`config.mk`:
```
export PLATFORM = sky130hd
export DESIGN_NAME = phase_accumulator
export DESIGN_NICKNAME = d
export VERILOG_FILES = /design/src/rtl/phase_accumulator.sv
export SDC_FILE = /design/constraint.sdc
export NUM_CORES = 1
export LEC_CHECK = 0
export ABC_AREA = 1
export CORE_UTILIZATION = 49
export CTS_CLUSTER_SIZE = 28
export DETAILED_ROUTE_END_ITERATION = 10
export GPL_TIMING_DRIVEN = 1
export PLACE_DENSITY = 0.8
export REMOVE_ABC_BUFFERS = 1
export SETUP_SLACK_MARGIN = 0.02
export SLEW_MARGIN = 40
export SYNTH_ARGS = -nofsm -noshare
export SYNTH_HDL_FRONTEND = slang
export SYNTH_SLANG_ARGS = --single-unit
```
`constraint.sdc`:
```
create_clock -name clk -period 2.9 [get_ports clk]
set_input_delay 0.725 -clock clk [delete_from_list [all_inputs] [get_ports clk]]
set_output_delay 0.725 -clock clk [all_outputs]
set_load 0.1 [all_outputs]
```
`src/rtl/phase_accumulator.sv`:
```
// Numerically-controlled phase generator feeding sine_wavetable with a registered phase address.
// Optional hard-sync input enabled by defining PHASE_ACC_SYNC_EN.
module phase_accumulator #(
  parameter int unsigned ACC_W      = 32,
  parameter int unsigned PHASE_W    = 8,
  parameter int unsigned SAMPLE_DIV = 4
) (
  input  logic               clk,
  input  logic               reset,
  input  logic               enable,
  input  logic [ACC_W-1:0]   inc,
  input  logic               inc_valid,
  output logic               inc_ready,
`ifdef PHASE_ACC_SYNC_EN
  input  logic               sync,
`endif
  output logic [PHASE_W-1:0] phase,
  output logic               phase_valid,
  output logic               wrap
);

  localparam int unsigned      CNT_W    = (SAMPLE_DIV > 1) ? $clog2(SAMPLE_DIV) : 1;
  localparam logic [CNT_W-1:0] CNT_LAST = CNT_W'(SAMPLE_DIV - 1);

  // Single-entry increment buffer: EMPTY accepts, PENDING waits for the next tick.
  typedef enum logic {
    ST_EMPTY   = 1'b0,
    ST_PENDING = 1'b1
  } buf_state_e;

  buf_state_e         state_q, state_d;
  logic [CNT_W-1:0]   cnt_q, cnt_d;
  logic [ACC_W-1:0]   acc_q, acc_d;
  logic [ACC_W-1:0]   active_inc_q, active_inc_d;
  logic [ACC_W-1:0]   pending_inc_q, pending_inc_d;
  logic [PHASE_W-1:0] phase_q, phase_d;
  logic               phase_valid_q, phase_valid_d;
  logic               wrap_q, wrap_d;

  logic               tick_c;
  logic               accept_c;
  logic               sync_c;
  logic               carry_c;
  logic [ACC_W:0]     sum_c;

`ifdef PHASE_ACC_SYNC_EN
  assign sync_c = sync;
`else
  assign sync_c = 1'b0;
`endif

  assign tick_c    = enable && (cnt_q == CNT_LAST);
  assign inc_ready = (state_q == ST_EMPTY) && !reset;
  assign accept_c  = inc_valid && inc_ready;
  assign sum_c     = {1'b0, acc_q} + {1'b0, active_inc_q};

  // Buffer state: an accepted increment stays pending until the next tick hands it over.
  always_comb begin
    state_d = state_q;
    unique case (state_q)
      ST_EMPTY:   if (accept_c) state_d = ST_PENDING;
      ST_PENDING: if (tick_c)   state_d = ST_EMPTY;
      default:    state_d = ST_EMPTY;
    endcase
  end

  // Sample-rate counter, accumulator datapath and registered outputs.
  always_comb begin
    cnt_d         = cnt_q;
    acc_d         = acc_q;
    carry_c       = 1'b0;
    active_inc_d  = active_inc_q;
    pending_inc_d = pending_inc_q;
    phase_d       = phase_q;
    phase_valid_d = 1'b0;
    wrap_d        = 1'b0;

    if (enable) begin
      cnt_d = tick_c ? '0 : cnt_q + CNT_W'(1);
    end

    if (tick_c) begin
      if (sync_c) begin
        acc_d   = '0;
        carry_c = 1'b1;
      end else begin
        acc_d   = sum_c[ACC_W-1:0];
        carry_c = sum_c[ACC_W];
      end
      // Handover after the add so a new increment first affects the following tick.
      if (state_q == ST_PENDING) begin
        active_inc_d = pending_inc_q;
      end
      phase_d       = acc_d[ACC_W-1 -: PHASE_W];
      phase_valid_d = 1'b1;
      wrap_d        = carry_c;
    end

    if (accept_c) begin
      pending_inc_d = inc;
    end
  end

  always_ff @(posedge clk) begin
    if (reset) begin
      state_q       <= ST_EMPTY;
      cnt_q         <= '0;
      acc_q         <= '0;
      active_inc_q  <= '0;
      pending_inc_q <= '0;
      phase_q       <= '0;
      phase_valid_q <= 1'b0;
      wrap_q        <= 1'b0;
    end else begin
      state_q       <= state_d;
      cnt_q         <= cnt_d;
      acc_q         <= acc_d;
      active_inc_q  <= active_inc_d;
      pending_inc_q <= pending_inc_d;
      phase_q       <= phase_d;
      phase_valid_q <= phase_valid_d;
      wrap_q        <= wrap_d;
    end
  end

  assign phase       = phase_q;
  assign phase_valid = phase_valid_q;
  assign wrap        = wrap_q;

endmodule

```
==> summary.txt, run 1 <==
outcome - finished clean
Max clock buf depth - 2
routed length per instance - 12.19 um
Crit path required time - 2.17 ns
r2r setup slk - 0.70 ns
number of global-route vias before repair - 5018
maximum vdd drop - 0.0002873 V
post-synthesis register bit count - 101
root buffer cell - clkbuf_16
Hold Crit Start - pending_inc_q[4]$_SDFFE_PP0P_
Tot Pwr - 3.043 mW
first-pass GRT wire length - 24280 um
Final Util - 57.59%
Mapped Avg Cell Area - 6.291 um2
multi-input logic area - 3332 um2
Clk pin slew, worst setup/hold paths - 0.06 ns
routed vias/inst - 4.871
ys flop type - dfxtp_1
GRT Total Usage - 23.67%
Slowest cell on crit path - clkdlybuf4s50_1
area grow syn2layout - 13.73%
via count - 5718
Async SR Flop Fraction - 0%
number of diodes - 0
PD cells - 436.3 nW/um2
Post-Syn Instances - 975
Period minus WS final - 2.437 ns
Die W - 113.9 um
die height - 113.9 um
Max-Cap Viols - 0
Post-route DRC - 0
Max Clock Freq - 410.3 MHz
Initial Utilization - 50.64%
clock skew - 0.009830 ns
routed wire length - 14310 um
worst skew pair latency - 0.35 ns
antenna violations before repair - 0
DIE AREA - 12970 um2
R2R cell count - 10
Hold Path Stages - 2
CTS resizes - 0
IO Count - 47
total gr overflow - 0
routability cong. - 0.9046
DR pass1 iterations - 5
worst r2r src - acc_q[0]$_SDFFE_PP0P_
Post-CTS Hold Fix Bufs - 0
CP endpoint kind - output port
Final nets - 1072
core area - 12110 um2
Mapped Area - 6133 um2
critical path arrival - 1.71 ns
# fillers - 1203
relative slew slack - 67.83%
CP Launch Type - input port
Synth cell types - 35
r2r endpoint - acc_q[16]$_SDFFE_PP0P_
unrepaired setup endpoints after global routing - no
share of layout cells above drive strength 1 - 7.455%
TritonCTS clock tree - yes
Post-synth EDFFs - 0
Leak - 3.798 nW
IO buf count - 46
largest net degree at the start of global routing - 36
Antenna Violating Nets Remaining - 0
total setup buffers inserted after CTS - 0
max-slew violations - 0
DR iter-0 viols - 324
Num Clock Sinks - 101
Worst Hold End - pending_inc_q[4]$_SDFFE_PP0P_
Final Hold Viols - 0
Worst Hold Class - reg2reg
FP Rows - 40
sequential fraction of the synthesis area - 32.97%
YS warnings - 0
crit path cell chain - clkdlybuf4s50_1, nor2_1, buf_12
CP peak stage delay - 0.50 ns
Register Area - 2022 um2
Tcrit/Tclk final - 84.05%
actual slew at the worst max-slew pin - 0.4818 ns
H-Tree Depth - 3
Final Setup Violations - 0
CP startpoint - reset
DPL Wire Length - 10790 um
Num CTS Buffers - 9
CP Max Fanout - 2
crit path kind - in2out
==> layer usage <==
layer	GRT usage [%]	wire length, um
met4	5.195	129
met2	37.28	6305
met1	34.00	7116
met5	0	0
met3	3.879	762
==> flip-flops by register name, summed over array words and instances (netlist names) <==
signal / cells
state_q: 1
wrap: 1
cnt_q: 2
acc_q: 32
active_inc_q: 32
pending_inc_q: 32
phase_valid: 1
==> layout by cell type (no fill, tap or decap), types with 2 or more instances in the layout <==
master           instances
nor2_1                  38
nand3_1                105
and2_1                   2
ha_1                    33
buf_4                   21
o21ai_1                  2
inv_1                  146
o211ai_1                 2
nor3_2                   2
xor2_1                   9
a21oi_2                  3
bufinv_16                2
a21oi_1                 55
nand2_1                372
nor2_4                   2
o21ai_0                 15
nor3_1                   2
inv_2                    4
clkdlybuf4s50_1         35
o21bai_1                 2
nand2_2                 14
nand3_2                  4
dfxtp_1                101
xnor2_1                  4
nor2_2                   8
inv_6                    2
and3_1                   2
clkbuf_16                9
==> area by class of cell <==
cell class | count | area share [%]
Multi-Input combinational cell | 683 | 47.77
Sequential cell | 101 | 28.99
Inverter | 150 | 8.072
Timing Repair Buffer | 57 | 7.570
Clock buffer | 11 | 3.480
Tap cell | 168 | 3.013
Clock inverter | 4 | 1.112
==> synth_stat cells (2+ instances only) <==
cell | count | share of area (%)
xor2_1 | 9 | 1.3
and3_1 | 2 | 0.20
o21ai_1 | 2 | 0.16
a21oi_1 | 55 | 4.5
buf_2 | 15 | 1.2
xnor2_1 | 4 | 0.57
buf_4 | 9 | 1.1
nor3_1 | 2 | 0.16
dfxtp_1 | 101 | 33
nand2_2 | 14 | 1.4
nand3_1 | 105 | 8.6
a21oi_2 | 3 | 0.43
o21ai_0 | 15 | 1.2
o211ai_1 | 2 | 0.24
nor2_2 | 8 | 0.82
inv_1 | 147 | 9.0
nor3_2 | 2 | 0.33
inv_2 | 3 | 0.18
and2_1 | 2 | 0.20
nor2_1 | 38 | 2.3
nand3_2 | 4 | 0.65
nand2_1 | 372 | 23
clkbuf_1 | 15 | 0.92
o21bai_1 | 2 | 0.24
nor2_4 | 2 | 0.37
ha_1 | 33 | 6.7
==> how the worst max path moves through the flow <==
| stage | to | slack, ns | depth (start not counted) |
|---|---|---|---|
| floorplan | pending_inc_q[0]$_SDFFE_PP0P_ | -1.09 | 5 |
| global placement | inc_ready | 0.44 | 3 |
| detailed placement | active_inc_q[2]$_SDFFE_PP0P_ | 0.41 | 8 |
| CTS | inc_ready | 0.44 | 3 |
| global route | inc_ready | 0.43 | 3 |
| finish | inc_ready | 0.46 | 3 |
==> report_power, final <==
part           total, mW  switching, mW  internal, mW  leakage [nW]
combinational      0.270          0.165         0.105          2.82
clock               1.30          0.523         0.782         0.157
sequential          1.47         0.0287          1.44         0.821
==> stage by stage <==
step | cell area (um2) | TNS [ns] | worst slack [ns] | hold slack [ns] | std cells
global placement | 6655 | 0 | 0.4413 | 0.4549 | 1159
CTS | 6975 | 0 | 0.4420 | 0.4664 | 1174
floorplan | 5917 | -35.22 | -1.089 | 0.4386 | 934
detailed placement | 6655 | 0 | 0.4113 | 0.4573 | 1159
finish | 6975 | 0 | 0.4626 | 0.4662 | 1174
global route | 6975 | 0 | 0.4308 | 0.4866 | 1174
==> critical path: cells and delay by family <==
kind                   cells  cell delay, ns
and+or+nand+nor            1            0.27
buffers and inverters      2            0.71
==> cells by family after synthesis <==
logic type,count (synthesis),synth area share [%]
simple gates,552,37.92
compound gates,84,7.487
xor+xnor,13,1.856
fa+ha+maj,34,7.058
buf+inv,191,12.71
flops,101,32.97
No activity file was read; power rests on OpenSTA's default activity.
==> run 2: changes to the inputs <==
Settings changed: PLACE_DENSITY 0.8 to 0.82.
Clock period 2.9 ns to 2.2 ns, I/O delays scaled along.
==> summary.txt, run 2 (same netlist as run 1, synthesis figures left out) <==
placed cell area - 6740 um2 (+1.3%)
r2r endpoint - acc_q[20]$_SDFFE_PP0P_
routed length per instance - 12.04 um (-1.2%)
clock skew - 0.01206 ns (+0.002227 ns)
Place WS - 0.008379 ns (-0.4030 ns)
TritonCTS clock tree - yes
final worst slack - 0.1201 ns (-0.3425 ns)
via count - 5888 (+3.0%)
die height - 113.9 um (unchanged)
Hold Crit Start - pending_inc_q[8]$_SDFFE_PP0P_
total gr overflow - 0 (unchanged)
Post-route DRC - 0 (unchanged)
share of layout cells above drive strength 1 - 8.119% (+0.66 points)
critical path arrival - 1.53 ns (-0.18 ns)
actual slew at the worst max-slew pin - 0.5054 ns (+0.02358 ns)
routed vias/inst - 4.998 (+2.6%)
CP endpoint kind - output port
FP Rows - 40 (unchanged)
IO Count - 47 (unchanged)
DIE AREA - 12970 um2 (unchanged)
Max clock buf depth - 2 (unchanged)
number of global-route vias before repair - 5328 (+6.2%)
core area - 12110 um2 (unchanged)
DR iter-0 viols - 494 (+52%)
# fillers - 1143 (-5.0%)
final instance area - 7054 um2 (+1.1%)
worst skew pair latency - 0.35 ns (about the same)
DPL Wire Length - 10510 um (-2.6%)
outcome - finished clean
final setup TNS - 0 ns (unchanged)
r2r setup slk - 0.20 ns (-0.50 ns)
Final Setup Violations - 0 (unchanged)
Tcrit/Tclk final - 94.54%
Max Clock Freq - 480.8 MHz
Max-Cap Viols - 0 (unchanged)
relative slew slack - 66.26% (-1.6 points)
max-slew violations - 0 (unchanged)
crit path kind - in2out
unrepaired setup endpoints after global routing - no
number of diodes - 0 (unchanged)
Num Clock Sinks - 101 (unchanged)
CP Launch Type - input port
largest net degree at the start of global routing - 58 (+61%)
Hold Path Stages - 2 (unchanged)
routability cong. - 0.9251 (+2.3%)
Period minus WS final - 2.080 ns
Crit path required time - 1.65 ns (-0.52 ns)
Antenna Violating Nets Remaining - 0 (unchanged)
R2R cell count - 12 (+2)
commonest non-fill, non-tap cells in the layout - nand2_1 (372), inv_1 (146), nand3_1 (105)
antenna violations before repair - 0 (unchanged)
Clk pin slew, worst setup/hold paths - 0.07 ns (about the same)
area grow syn2layout - 15.01%
Num CTS Buffers - 9 (unchanged)
PD cells - 560.4 nW/um2 (+28%)
Final nets - 1075 (+0.28%)
top flop regs - acc_q: 32 flops, active_inc_q: 32 flops, pending_inc_q: 32 flops
Final Hold Viols - 0 (unchanged)
first-pass GRT wire length - 24360 um (+0.31%)
commonest non-fill, non-tap cell in the layout - nand2_1
maximum vdd drop - 0.0004207 V (+46%)
Initial Utilization - 50.64% (unchanged)
Worst Hold End - pending_inc_q[8]$_SDFFE_PP0P_
Tot Pwr - 3.953 mW (+30%)
Leak - 3.828 nW (+0.80%)
Final Util - 58.24% (+0.65 points)
H-Tree Depth - 3 (unchanged)
GRT Total Usage - 23.37% (-0.30 points)
IO buf count - 46 (unchanged)
CP Max Fanout - 2 (unchanged)
Worst Hold Class - reg2reg
root buffer cell - clkbuf_16
worst r2r src - acc_q[0]$_SDFFE_PP0P_
routed wire length - 14190 um (-0.89%)
DR pass1 iterations - 6 (+1)
Die W - 113.9 um (unchanged)
==> run 2: cell count changes in the layout (fill, tap and decap cells not counted), sizes merged <==
cell	delta
bufinv	-1
clkinv	+3
clkinvlp	+1
buf	+3
clkbuf	-2
==> run 2: routing by layer <==
layer	GRT usage [%]	vias up	routed length, um
met5	0	-	0
met4	7.619	0	331
met3	3.613	26	736
met2	37.11	151	6362
met1	32.53	2646	6754
li1	-	3065	-
==> run 2: stage by stage <==
stage	hold slack, ns	std cells
after CTS	0.4663	1178
after floorplan	0.4386	934
after global routing	0.4793	1178
after global placement	0.4552	1162
final	0.4650	1178
after detailed placement	0.4561	1162
==> run 2: layout make-up <==
type	count	area [um2]	share of cell area, %
Clock buffer	9	225.2	3.193
Clock inverter	7	82.58	1.171
Inverter	150	563.0	7.982
Multi-Input combinational cell	683	3338	47.32
Sequential cell	101	2022	28.66
Tap cell	168	210.2	2.980
Timing Repair Buffer	60	613.1	8.691
==> run 2: power by group <==
| group | internal (mW) | switching [mW] | leakage [nW] |
|---|---|---|---|
| Clock | 0.900 | 0.743 | 0.149 |
| Combinational | 0.151 | 0.221 | 2.86 |
| Sequential | 1.90 | 0.0406 | 0.821 |
| Total | 2.95 | 1.00 | 3.83 |
==> run 2: critical path, stage by stage <==
cell and delay, ns:
clkdlybuf4s50_1 0.51, nor2_2 0.25, buf_12 0.21
==> run 2: worst max path at each step <==
stage                                                to             startpoint  depth (start not counted)  slack (ns)
after CTS                                     inc_ready                  reset                          3        0.02
after global routing             acc_q[20]$_SDFFE_PP0P_  acc_q[0]$_SDFFE_PP0P_                         12        0.05
final                                         inc_ready                  reset                          3        0.12
after global placement                        inc_ready                  reset                          3        0.04
after floorplan           pending_inc_q[0]$_SDFFE_PP0P_     state_q$_SDFF_PP0_                          5       -1.74
after detailed placement         acc_q[18]$_SDFFE_PP0P_                  reset                          7       0.008
==> run 2: what timing repair did <==
| action | CTS | global route |
|---|---|---|
| setup endpoints to repair | 0 | 2 |
| resized for setup | 0 | 2 |
| setup buffers | 0 | 0 |
| hold buffers | 0 | 0 |
| endpoints found under the hold margin | 0 | 0 |
==> run 3: changes to the inputs <==
Settings changed: CAP_MARGIN set to 20, GPL_ROUTABILITY_DRIVEN set to 0.
==> summary.txt, run 3 (same netlist as run 1, synthesis figures left out) <==
FP Rows - 40 (unchanged)
antenna violations before repair - 0 (unchanged)
via count - 5795 (-1.6%)
Num Clock Sinks - 101 (unchanged)
core area - 12110 um2 (unchanged)
final instance area - 7018 um2 (-0.51%)
Period minus WS final - 2.091 ns (+0.01064 ns)
Place WS - 0.08377 ns (+0.07539 ns)
r2r setup slk - 0.18 ns (-0.02 ns)
root buffer cell - clkbuf_16
final setup TNS - 0 ns (unchanged)
clock skew - 0.009738 ns (-0.002319 ns)
DR iter-0 viols - 399 (-19%)
grt met2 use - 37.85% (+0.73 points)
Final nets - 1077 (+0.19%)
Max clock buf depth - 2 (unchanged)
unrepaired setup endpoints after global routing - yes
total setup buffers inserted after CTS - 0 (unchanged)
Final Hold Viols - 0 (unchanged)
first-pass GRT wire length - 23940 um (-1.7%)
DPL Wire Length - 10630 um (+1.1%)
Die W - 113.9 um (unchanged)
area grow syn2layout - 14.42%
CTS resizes - 0 (unchanged)
total gr overflow - 0 (unchanged)
final worst slack - 0.1095 ns (-0.01064 ns)
GRT busiest layer - met2
Max-Cap Viols - 0 (unchanged)
die height - 113.9 um (unchanged)
Hold Slack - 0.4654 ns (+0.0004550 ns)
DIE AREA - 12970 um2 (unchanged)
critical path arrival - 1.54 ns (about the same)
Antenna Violating Nets Remaining - 0 (unchanged)
Max Clock Freq - 478.3 MHz (-0.51%)
routed vias/inst - 4.919 (-1.6%)
Post-route DRC - 0 (unchanged)
top flop regs - acc_q: 32 flops, active_inc_q: 32 flops, pending_inc_q: 32 flops
H-Tree Depth - 3 (unchanged)
routed wire length - 14130 um (-0.37%)
met3 Usage GRT - 3.985% (+0.37 points)
worst skew pair latency - 0.35 ns (about the same)
TritonCTS clock tree - yes
number of diodes - 0 (unchanged)
placed cell area - 6743 um2 (about the same)
CP Launch Type - input port
Worst Hold Class - reg2reg
outcome - finished clean
crit path kind - in2out
GRT Total Usage - 23.23% (-0.14 points)
CP endpoint kind - output port
Crit path required time - 1.65 ns (about the same)
Clk pin slew, worst setup/hold paths - 0.07 ns (about the same)
Post-CTS Hold Fix Bufs - 0 (unchanged)
Final Setup Violations - 0 (unchanged)
routed length per instance - 12.00 um (-0.37%)
IO buf count - 46 (unchanged)
share of layout cells above drive strength 1 - 8.020% (-0.099 points)
actual slew at the worst max-slew pin - 0.3438 ns (-0.1616 ns)
largest net degree at the start of global routing - 58 (unchanged)
DR pass1 iterations - 5 (-1)
commonest non-fill, non-tap cells in the layout - nand2_1 (372), inv_1 (146), nand3_1 (105)
CP Max Fanout - 2 (unchanged)
relative slew slack - 77.08% (+11 points)
Num CTS Buffers - 9 (unchanged)
maximum vdd drop - 0.0004122 V (-2.0%)
PD cells - 544.3 nW/um2 (-2.9%)
Tcrit/Tclk final - 95.02% (+0.48 points)
commonest non-fill, non-tap cell in the layout - nand2_1
Leak - 3.809 nW (-0.49%)
max-slew violations - 0 (unchanged)
met1 usage in global routing - 30.87% (-1.7 points)
Final Util - 57.94% (-0.30 points)
Initial Utilization - 50.64% (unchanged)
number of global-route vias before repair - 5279 (-0.92%)
IO Count - 47 (unchanged)
==> run 3: worst paths after layout <==
| kind | startpoint | endpoint | depth (start not counted) |
|---|---|---|---|
| max reg2reg | acc_q[0]$_SDFFE_PP0P_ | acc_q[24]$_SDFFE_PP0P_ | 12 |
| max | reset | inc_ready | 3 |
| min reg2reg | pending_inc_q[26]$_SDFFE_PP0P_ | pending_inc_q[26]$_SDFFE_PP0P_ | 2 |
| min | pending_inc_q[26]$_SDFFE_PP0P_ | pending_inc_q[26]$_SDFFE_PP0P_ | 2 |
==> run 3: critical path: stages <==
cell	delay, ns
clkdlybuf4s50_1	0.47
nor2_1	0.29
buf_12	0.22
==> run 3: metal layers <==
layer	wire length, um	vias up
li1	-	3066
met1	6731	2560
met2	6312	147
met3	782	22
met4	305	0
met5	0	-
==> run 3: report_power, final <==
part / switching (mW) / internal, mW / leakage, nW
Sequential: 0.0390 / 1.90 / 0.821
Combinational: 0.219 / 0.150 / 2.86
Clock: 0.720 / 0.794 / 0.127
Total: 0.978 / 2.84 / 3.81
==> run 3: metrics by stage <==
| stage | std cells | power (mW) |
|---|---|---|
| floorplan | 934 | 2.172 |
| CTS | 1178 | 3.831 |
| global route | 1178 | 3.958 |
| finish | 1178 | 3.820 |
| global placement | 1164 | 2.337 |
| detailed placement | 1164 | 2.348 |
==> run 3: area by class of cell <==
type	instances	area, um2
sequential	101	2022
clock buffer	10	239.0
clock inverter	4	32.53
fill	1187	5094
timing repair buffer	62	615.6
tap	168	210.2
inverter	150	563.0
multi-input combinational	683	3336
